$ cat config.mk
export PLATFORM = sky130hd
export DESIGN_NAME = pipe_hazard_ctrl
export DESIGN_NICKNAME = d
export VERILOG_FILES = /design/src/rtl/pipe_ctrl_pkg.sv /design/src/rtl/sat_counter16.sv /design/src/rtl/pipe_hazard_ctrl.sv
export SDC_FILE = /design/constraint.sdc
export NUM_CORES = 1
export LEC_CHECK = 0
export CAP_MARGIN = 25
export CORE_AREA = 2 2 68 86
export CTS_CLUSTER_SIZE = 24
export DETAILED_ROUTE_END_ITERATION = 8
export DIE_AREA = 0 0 70 88
export GPL_ROUTABILITY_DRIVEN = 0
export PLACE_DENSITY_LB_ADDON = 0.2
export SLEW_MARGIN = 10
export SYNTH_ARGS = -nofsm -noshare
export SYNTH_HDL_FRONTEND = slang
export SYNTH_SLANG_ARGS = --single-unit
$ cat constraint.sdc
create_clock -name clk -period 2.34 [get_ports clk]
set_input_delay 0.351 -clock clk [delete_from_list [all_inputs] [get_ports clk]]
set_output_delay 0.351 -clock clk [all_outputs]
set_load 0.1 [all_outputs]
$ cat src/rtl/pipe_ctrl_pkg.sv
// Shared definitions for the pipeline hazard controller.
//   state_e          : controller states (RUN, FLUSH, MEMWAIT)
//   SAT_MAX          : value at which all 16-bit counters stop
//   DEF_EXTRA_FLUSH  : default bubble cycles after a redirect (0..3)
//   DEF_MEM_TIMEOUT  : default consecutive busy cycles that raise err
package pipe_ctrl_pkg;

    typedef enum logic [1:0] {
        ST_RUN     = 2'd0,
        ST_FLUSH   = 2'd1,
        ST_MEMWAIT = 2'd2
    } state_e;

    localparam logic [15:0] SAT_MAX         = 16'hFFFF;
    localparam int unsigned DEF_EXTRA_FLUSH = 1;
    localparam logic [15:0] DEF_MEM_TIMEOUT = 16'd1000;

endpackage

$ cat src/rtl/sat_counter16.sv
// 16-bit saturating up-counter.
//   clk    : rising-edge clock
//   clr_i  : synchronous clear, has priority over inc_i
//   inc_i  : increment enable; the count holds at SAT_MAX
//   cnt_o  : current count
module sat_counter16
    import pipe_ctrl_pkg::*;
(
    input  logic        clk,
    input  logic        clr_i,
    input  logic        inc_i,
    output logic [15:0] cnt_o
);

    logic [15:0] cnt_q;
    logic [15:0] cnt_d;

    always_comb begin
        cnt_d = cnt_q;
        if (clr_i) begin
            cnt_d = '0;
        end else if (inc_i && (cnt_q != SAT_MAX)) begin
            cnt_d = cnt_q + 16'd1;
        end
    end

    always_ff @(posedge clk) begin
        cnt_q <= cnt_d;
    end

    assign cnt_o = cnt_q;

endmodule

$ cat src/rtl/pipe_hazard_ctrl.sv
// Pipeline register sequencer: turns hazard/status inputs into per-stage
// enable and synchronous-clear controls for PC, IF/ID, ID/EX and EX/MEM.
//   clk, rst      : clock, synchronous active-high reset
//   mem_busy      : data memory not done -> freeze the whole pipe
//   branch_taken  : EX resolved a taken branch/jump this cycle
//   load_use      : decode depends on a load currently in EX
//   pc_en, ifid_en, ifid_clr, idex_en, idex_clr, exmem_en : stage controls
//                   (Mealy, act on the same edge; clr beats en)
//   stall_cnt     : saturating count of cycles with pc_en=0
//   flush_cnt     : saturating count of accepted redirects
//   err           : sticky memory timeout, cleared only by rst
//   state_dbg     : current controller state, for observation
module pipe_hazard_ctrl
    import pipe_ctrl_pkg::*;
#(
    parameter int unsigned EXTRA_FLUSH = DEF_EXTRA_FLUSH,
    parameter logic [15:0] MEM_TIMEOUT = DEF_MEM_TIMEOUT
) (
    input  logic        clk,
    input  logic        rst,
    input  logic        mem_busy,
    input  logic        branch_taken,
    input  logic        load_use,
    output logic        pc_en,
    output logic        ifid_en,
    output logic        ifid_clr,
    output logic        idex_en,
    output logic        idex_clr,
    output logic        exmem_en,
    output logic [15:0] stall_cnt,
    output logic [15:0] flush_cnt,
    output logic        err,
    output logic [1:0]  state_dbg
);

    localparam logic [1:0] FLUSH_LOAD = 2'(EXTRA_FLUSH);

    state_e      state_q, state_d;
    logic [1:0]  fcnt_q, fcnt_d;
    logic        err_q;
    logic        err_set;
    logic        redirect;
    logic [15:0] wdog;
    logic        wdog_clr;

    always_comb begin
        state_d  = state_q;
        fcnt_d   = fcnt_q;
        pc_en    = 1'b1;
        ifid_en  = 1'b1;
        ifid_clr = 1'b0;
        idex_en  = 1'b1;
        idex_clr = 1'b0;
        exmem_en = 1'b1;
        redirect = 1'b0;
        err_set  = 1'b0;

        if (rst) begin
            // Load every stage with a bubble while reset is held.
            ifid_clr = 1'b1;
            idex_clr = 1'b1;
            state_d  = ST_RUN;
            fcnt_d   = 2'd0;
        end else if (mem_busy) begin
            // Freeze; fcnt is kept so an interrupted flush resumes later.
            pc_en    = 1'b0;
            ifid_en  = 1'b0;
            idex_en  = 1'b0;
            exmem_en = 1'b0;
            state_d  = ST_MEMWAIT;
            if ((state_q == ST_MEMWAIT) && (wdog == MEM_TIMEOUT)) begin
                err_set = 1'b1;
            end
        end else if (branch_taken) begin
            ifid_clr = 1'b1;
            idex_clr = 1'b1;
            redirect = 1'b1;
            fcnt_d   = FLUSH_LOAD;
            state_d  = (EXTRA_FLUSH != 0) ? ST_FLUSH : ST_RUN;
        end else if ((state_q == ST_FLUSH) ||
                     ((state_q == ST_MEMWAIT) && (fcnt_q != 2'd0) && !load_use)) begin
            // Fetch-latency bubble. A MEMWAIT release with bubbles pending
            // is itself the resumed bubble, so it also consumes one.
            ifid_clr = 1'b1;
            fcnt_d   = fcnt_q - 2'd1;
            state_d  = (fcnt_d == 2'd0) ? ST_RUN : ST_FLUSH;
        end else if (load_use) begin
            pc_en    = 1'b0;
            ifid_en  = 1'b0;
            idex_clr = 1'b1;
            fcnt_d   = 2'd0;
            state_d  = ST_RUN;
        end else begin
            state_d  = ST_RUN;
        end
    end

    always_ff @(posedge clk) begin
        if (rst) begin
            state_q <= ST_RUN;
            fcnt_q  <= 2'd0;
            err_q   <= 1'b0;
        end else begin
            state_q <= state_d;
            fcnt_q  <= fcnt_d;
            if (err_set) begin
                err_q <= 1'b1;
            end
        end
    end

    // wdog is always 0 outside MEMWAIT, so counting the entry busy cycle
    // from RUN/FLUSH yields the required load of 1.
    assign wdog_clr = rst || ((state_q == ST_MEMWAIT) && !mem_busy);

    sat_counter16 u_stall_cnt (
        .clk   (clk),
        .clr_i (rst),
        .inc_i (!rst && !pc_en),
        .cnt_o (stall_cnt)
    );

    sat_counter16 u_flush_cnt (
        .clk   (clk),
        .clr_i (rst),
        .inc_i (redirect),
        .cnt_o (flush_cnt)
    );

    sat_counter16 u_wdog (
        .clk   (clk),
        .clr_i (wdog_clr),
        .inc_i (!rst && mem_busy),
        .cnt_o (wdog)
    );

    assign err       = err_q;
    assign state_dbg = state_q;

endmodule

-- After elaboration in Yosys (flattened, before gate mapping)
Cells that the tools add are included.
- muxes and demuxes: 29
- reduce and logical (&&, ||, !) cells: 20
- shift-type cells: 0
- add/subtract/negate cells: 4
- equality and inequality tests: 6
- bitwise operators: 1
- $lt $le $gt $ge: 0
- multiply operators: 0
- div/mod/pow operators: 0
- operator list (operator ; number):
    $add 16x1->16 const B ; 3
    $ne 16x16->1 const B ; 3
    $mux 1 ; 25
    $eq 16x10->1 const B ; 1
    $logic_and 1x1->1 ; 9
    $mux 2 ; 4
    $logic_not 1->1 ; 4
    $reduce_bool 3->1 ; 1
    $eq 2x1->1 const B ; 1
    $eq 2x2->1 const B ; 1
    $logic_not 2->1 ; 1
    $logic_or 1x1->1 ; 2
    $reduce_and 2->1 ; 1
    $reduce_bool 2->1 ; 1
    $reduce_or 2->1 ; 1
    $sub 2x1->2 const B ; 1
    $not 1->1 ; 1
- memory bits (read-only): 0
- bits of input ports: 5
- bits in registers: 53
- output and inout port bits: 41
- latch bits: 0
- memories: 0
- logic and storage cells: 67
- RAM bits: 0

-- Longest topological paths before layout
Gate-level depths: netlist of the first run.
- word-level depth: 11
- gate-level depth with buffers: 8
- mapped depth without buffers: 6

-- Cells and area by module
From an unflattened synthesis of the first run, not the netlist that was laid out.
- cells, all modules: 345
- area, all modules: 2936.6 um^2
- by module, submodules not included (module ; seq. area each (um^2) ; instances ; cells an instance ; area an instance (um^2)):
    sat_counter16 ; 320.3 ; 3 ; 99 ; 848.3
    pipe_hazard_ctrl ; 100.1 ; 1 ; 48 ; 391.6

-- Least setup slack after synthesis of the first run
Ideal clock, no wire load.
- kind: reg-to-output
- start point: reg state_q[1] (netlist: state_dbg[1])
- end point: out ifid_clr
- data required time: 1.989 ns
- data arrival time: 2.914 ns
- path buffers: 0
- stages on the path, launching flop included: 4
- slack: -0.925 ns
- cell sequence: dfxtp_1 nand2b_1 o31a_1 a21oi_1
- word-level cells in the longest chain between the ends: 8
- elaborated cells on any way between the ends: 9
- those cells by class: eq/ne (2); mux (4); reduce/logical (3)
- RTL lines (what ; line ; source):
    start, declared ; pipe_hazard_ctrl.sv:38 ; state_e state_q, state_d;
    start signal, assigned ; pipe_hazard_ctrl.sv:104 ; state_q <= state_d;
    $eq 2x2->1 ; pipe_hazard_ctrl.sv:81 ; ((state_q == ST_MEMWAIT) && (fcnt_q != 2'd0) && !load_use)) begin
    $logic_and 1x1->1 (2 in series) ; pipe_hazard_ctrl.sv:81 ;
    $logic_or 1x1->1 (*) ; pipe_hazard_ctrl.sv:80 ; end else if ((state_q == ST_FLUSH) ||
    $mux 1 (*) ; pipe_hazard_ctrl.sv:80 ;
    $mux 1 (*) ; pipe_hazard_ctrl.sv:74 ; end else if (branch_taken) begin
    $mux 1 (*) ; pipe_hazard_ctrl.sv:64 ; end else if (mem_busy) begin
    $mux 1 (*) ; pipe_hazard_ctrl.sv:58 ; if (rst) begin
    end, declared ; pipe_hazard_ctrl.sv:26 ; output logic ifid_clr,
Mark *: on every way between the ends. The rest lies on a longest branch, timed or not.

-- Final worst setup path of the first run
- start point: in branch_taken
- end point: out pc_en
- word-level cells in the longest chain between the ends: 3
- RTL lines (what ; line ; source):
    start, declared ; pipe_hazard_ctrl.sv:22 ; input logic branch_taken,
    $mux 1 ; pipe_hazard_ctrl.sv:74 ;
    $mux 1 ; pipe_hazard_ctrl.sv:64 ;
    $mux 1 ; pipe_hazard_ctrl.sv:58 ;
    end, declared ; pipe_hazard_ctrl.sv:24 ; output logic pc_en,
No other way between the ends.

==> flow_summary.ini, run 1 <==
[logic_synthesis]
synth_cells = 319
ys_ff_latch = 53
synth_cell_types = 47
syn_area_mm2 = 0.00275
avgSynthCellArea_um2 = 8.63
yosysTopAreaCell = dfxtp_1
yosys-top-cells-area = dfxtp_1, xnor2_1, nor2_1
synth_nets = 330
synth_top_area_share_pct = 38.5
seq_area_frac_synth_pct = 38.5
synth_flop_cell = dfxtp_1
ys_warn_count = 0
async_flop_share_pct = 0
synth-edff-count = 0

[route]
wl_um = 6000
drc = 0
first_pass_iters = 4
ant_nets = 0
drt_iter0_drc = 101
wl_per_cell_um = 13.8
avgViaCountPerCell = 5.62
vias = 2449

[critical_path]
start_kind = input pin
cp_num_buf_inv = 3
crit_family = buffers and inverters
path_cells = clkdlybuf4s50_1 > inv_1 > a31oi_2 > or2_4 > buf_12
r2r-end = u_wdog.cnt_o[12]$_SDFFE_PP0P_
ff2ff_path_depth = 6
cp_max_fo = 6
worst_path_max_delay_cell = clkdlybuf4s50_1
required_ns = 1.99
reg2reg_from = u_wdog.cnt_o[0]$_SDFFE_PP0P_
worst-setup-path-type = input pin to primary output
end_kind = primary output
r2r_slack_ns = 0.45
cpPeakStageDelay_ns = 0.56
critPathArrivalTime_ns = 1.76

[clocking]
holdBufCountCts = 0
root_buffer = clkbuf_8
cts_setup_buffers = 0
clk_pin_slew_ns = 0.09
cts_tree = yes
cts_sinks = 53
ctsResizeCount = 0
cts_made_buffers = 5
cts_buffer_depth = 2
h-tree-depth = 2
worstSkewPairLatency_ns = 0.30

[global_routing]
grtUsageTotal_pct = 19.9
antenna_found_initial = 0
grt_max_degree = 27
grt_pass1_vias = 2267
grt_overflow = 0
grt_pass1_wl_um = 10100

[timing]
timing.hold.ws_ns = 0.350
drv_slew = 0
max_freq_ghz = 0.473
finalHoldViolCount = 0
setup_violations = 0
postLayoutSetupSlackWorst_ns = 0.224
period_minus_slack_ns = 2.12
fin_crit_sh_pct = 90.4
fin_worst_skew_ns = 0.00691
worst_pin_slew_ns = 0.738
relSlewSlack_pct = 50.4
rsz0062_at_grt = no

[die]
start_util_pct = 51.7
die-area_mm2 = 0.00616
ios = 46
dieHeight_um = 88
coreArea_mm2 = 0.00533
placementRows = 30
dieWidth_um = 70

[min_path]
hp-start = rst
hold_path_end = u_flush_cnt.cnt_o[9]$_SDFFE_PP0P_
hold_path_class = input pin to register
hold_depth = 2

[final_layout]
multi_input_area_mm2 = 0.00163
seq_area_mm2 = 0.00108
drive_gt1_share_pct = 24.7
syn2layout_area_growth_pct = 24.1
fin_nets = 383
final_cell_mix = nor2_1, buf_4, dfxtp_1, xnor2_1, nand3_1
stdcell_count = 436
antennaDiodeCount = 0
fillCellCount = 450
final_common_cell = nor2_1

[power_and_ir_drop]
internal_power_uw = 1220
pwr-share-clk_pct = 31.1
p_seq_share_pct = 54.7
ir_drop_mv = 0.254
power.density_mw_per_mm2 = 495
p_leak_uw = 0.00130
pwr-share-comb_pct = 14.1
swShare_pct = 27.7
p_switching_uw = 469

[placement]
pre_cts_ws_ns = 0.0120
hpwl_um = 4570
port_buffers = 45
place_inst = 429

[outcome]
status = complete, no violations

[flow_run]
maxCapViolations = 0
==> synthesized netlist by cell type, drive strengths merged, types with 4 or more instances <==
cell	n
a211oi	5
a21oi	8
and3	9
and4	6
buf	6
clkbuf	6
dfxtp	53
ha	6
inv	8
mux2	4
mux2i	10
nand2	14
nand2b	7
nand3	19
nand4	17
nor2	49
nor2b	6
nor3	11
nor4	10
o21ai	8
xnor2	22
xor2	4
==> kinds of logic after synthesis <==
family / after synthesis / synth area share, %
AND/OR/NAND/NOR: 166 / 32.9
flip-flops: 53 / 38.5
AO/OA/AOI/OAI: 34 / 8.72
XOR/XNOR: 26 / 8.27
buffers and inverters: 20 / 3.59
multiplexers: 14 / 5.27
adder cells (fa/ha/maj): 6 / 2.73
==> state kept, by name (all words and copies together) (netlist names) <==
signal             flops
err                    1
fcnt_q                 2
state_dbg              2
u_flush_cnt.cnt_o     16
u_stall_cnt.cnt_o     16
u_wdog.cnt_o          16
==> per-layer routing <==
| metal | global-route usage [%] | wire length (um) | up-vias |
|---|---|---|---|
| li1 | - | - | 1253 |
| met5 | 0 | 0 | - |
| met2 | 35.5 | 3070 | 51 |
| met3 | 3.57 | 179 | 12 |
| met4 | 9.09 | 117 | 0 |
| met1 | 23.5 | 2640 | 1133 |
==> through the flow <==
step / area [um^2] / util, % / power (uW) / TNS (ns)
after floorplan: 2800 / - / 1120 / -0.0210
after global placement: 3330 / 62.4 / 1190 / 0
after detailed placement: 3330 / 62.4 / 1190 / 0
after CTS: 3420 / 64.1 / 1710 / 0
after global routing: 3420 / 64.1 / 1760 / 0
final: 3420 / 64.1 / 1690 / 0
==> power by group through the flow <==
stage | sequential, uW | combinational, uW | clock [uW]
final | 926 | 239 | 527
after global routing | 929 | 252 | 575
after CTS | 926 | 241 | 543
after detailed placement | 947 | 240 | 0
after global placement | 946 | 239 | 0
after floorplan | 989 | 128 | 0
==> how the worst max path moves through the flow <==
stage                       from                                 end  slack [ns]  cells after the start
CTS                 branch_taken                               pc_en        0.21                      5
global route        branch_taken                               pc_en        0.14                      5
detailed placement  branch_taken   u_stall_cnt.cnt_o[4]$_SDFFE_PP0P_        0.01                      6
finish              branch_taken                               pc_en        0.22                      5
global placement    branch_taken  u_flush_cnt.cnt_o[11]$_SDFFE_PP0P_        0.06                      6
floorplan                    rst       u_wdog.cnt_o[14]$_SDFFE_PP0P_       -0.02                      8
==> area by class of cell <==
class | instances | area share [%]
repair buffers | 58 | 15.1
multi-input cells | 246 | 47.5
flip-flops and latches | 53 | 31.5
inverters | 8 | 0.878
clock buffers | 6 | 2.42
well taps | 64 | 2.34
clock inverters | 1 | 0.220
No activity file was read; power rests on OpenSTA's default activity.
==> run 2: changes to the inputs <==
Settings changed: CAP_MARGIN 25 to unset.
Clock period 2.34 ns to 2.04 ns, I/O delays scaled along.
==> run 2 against run 1 <==
Effect of this change: sequential power rose by 13%; critical path depth stayed put; register-to-register slack got worse by 0.23 ns; utilization is 3.4 points higher; clock-buffer cell count unchanged; via count increased by 2.7%; wire length increased by 2.3%; cell area up 5.3%; highest routed layer unchanged.
==> flow_summary.ini, run 2 (synthesis gave the netlist of run 1 again) <==
[power_and_ir_drop]
p_switching_uw = 549
pwr-share-comb_pct = 15.6
internal_power_uw = 1380
p_seq_share_pct = 54.5
p_leak_uw = 0.00139
pwr-share-clk_pct = 30.0
power.density_mw_per_mm2 = 537
ir_drop_mv = 0.320
swShare_pct = 28.4

[die]
die-area_mm2 = 0.00616
coreArea_mm2 = 0.00533
start_util_pct = 51.7
placementRows = 30
dieHeight_um = 88
ios = 46
dieWidth_um = 70

[clocking]
clk_pin_slew_ns = 0.09
h-tree-depth = 2
root_buffer = clkbuf_8
cts_sinks = 53
cts_made_buffers = 5
ctsResizeCount = 1
holdBufCountCts = 0
cts_buffer_depth = 2
cts_tree = yes
cts_setup_buffers = 0
worstSkewPairLatency_ns = 0.30

[timing]
drv_slew = 0
period_minus_slack_ns = 1.95
fin_worst_skew_ns = 0.00861
finalHoldViolCount = 0
max_freq_ghz = 0.513
rsz0062_at_grt = no
fin_crit_sh_pct = 95.6
setup_violations = 0
worst_pin_slew_ns = 0.366
postLayoutSetupSlackWorst_ns = 0.0906
relSlewSlack_pct = 75.4
finalSetupTns_ns = 0

[global_routing]
antenna_found_initial = 0
grt_pass1_vias = 2242
grtUsageTotal_pct = 20.2
grt_pass1_wl_um = 10200
grt_overflow = 0
grt_max_degree = 42

[min_path]
hold_path_class = register to register

[critical_path]
path_cells = inv_1 > ha_1 > o31a_1 > a21oi_4 > buf_12
end_kind = primary output
required_ns = 1.73
critPathArrivalTime_ns = 1.64
cpPeakStageDelay_ns = 0.38
start_kind = register
cp_max_fo = 5
cp_num_buf_inv = 2
r2r_slack_ns = 0.22
crit_family = compound AO/OA/AOI/OAI gates
worst_path_max_delay_cell = dfxtp_1
worst-setup-path-type = register to primary output

[outcome]
status = complete, no violations

[final_layout]
stdcell_count = 451
fin_area_mm2 = 0.00360
drive_gt1_share_pct = 33.9
syn2layout_area_growth_pct = 30.8
antennaDiodeCount = 0
final_common_cell = buf_4
fin_nets = 397
final_cell_mix = buf_4, nor2_1, dfxtp_2, xnor2_1

[route]
drt_iter0_drc = 136
ant_nets = 0
vias = 2514
drc = 0
avgViaCountPerCell = 5.57
first_pass_iters = 4
wl_um = 6140
wl_per_cell_um = 13.6

[placement]
place_inst = 443
placed_area_mm2 = 0.00351
port_buffers = 45
pre_cts_ws_ns = -0.202
hpwl_um = 4690

[flow_run]
maxCapViolations = 0
run 2: cell types whose count changed in the layout (fill, tap and decap cells not counted), sizes merged:
cell | before | now
buf | 55 | 68
clkdlybuf4s50 | 3 | 4
inv | 8 | 7
clkinv | 0 | 2
run 2: path summary, 6_finish.rpt:
path	start	end	cells after the start
worst min register to register	u_wdog.cnt_o[7]$_SDFFE_PP0P_	u_wdog.cnt_o[7]$_SDFFE_PP0P_	1
worst min-delay path	u_wdog.cnt_o[7]$_SDFFE_PP0P_	u_wdog.cnt_o[7]$_SDFFE_PP0P_	1
worst max register to register	u_wdog.cnt_o[0]$_SDFFE_PP0P_	u_wdog.cnt_o[12]$_SDFFE_PP0P_	6
worst max-delay path	fcnt_q[0]$_SDFFE_PP0P_	ifid_clr	5
run 2: final cells by class:
cell class,instances,area (um^2)
clock inverter,2,10.0
inverter,8,33.8
tap,64,80.1
fill,472,1730
clock buffer,6,72.6
multi-input combinational,246,1650
timing repair buffer,72,633
sequential,53,1120
run 2: stage by stage:
step	utilization [%]	total power (uW)	hold WS [ns]
after floorplan	-	1280	0.445
after global placement	65.8	1370	0.464
after detailed placement	65.8	1380	0.468
after CTS	67.4	1960	0.483
after global routing	67.6	2020	0.503
final	67.6	1930	0.482
run 2: power groups by stage:
stage | clock network [uW] | logic [uW] | registers, uW
after CTS | 609 | 302 | 1050
after global routing | 644 | 318 | 1060
after detailed placement | 0 | 301 | 1080
after floorplan | 0 | 153 | 1130
after global placement | 0 | 297 | 1080
final | 580 | 301 | 1050
run 2: metal layers:
metal	wire (um)	up-vias	share of wire [%]	track usage (%)
met4	32	0	0.52	4.72
met3	190	2	3.1	3.80
met2	3210	45	52	37.4
li1	-	1282	-	-
met1	2710	1185	44	24.2
met5	0	-	0	0
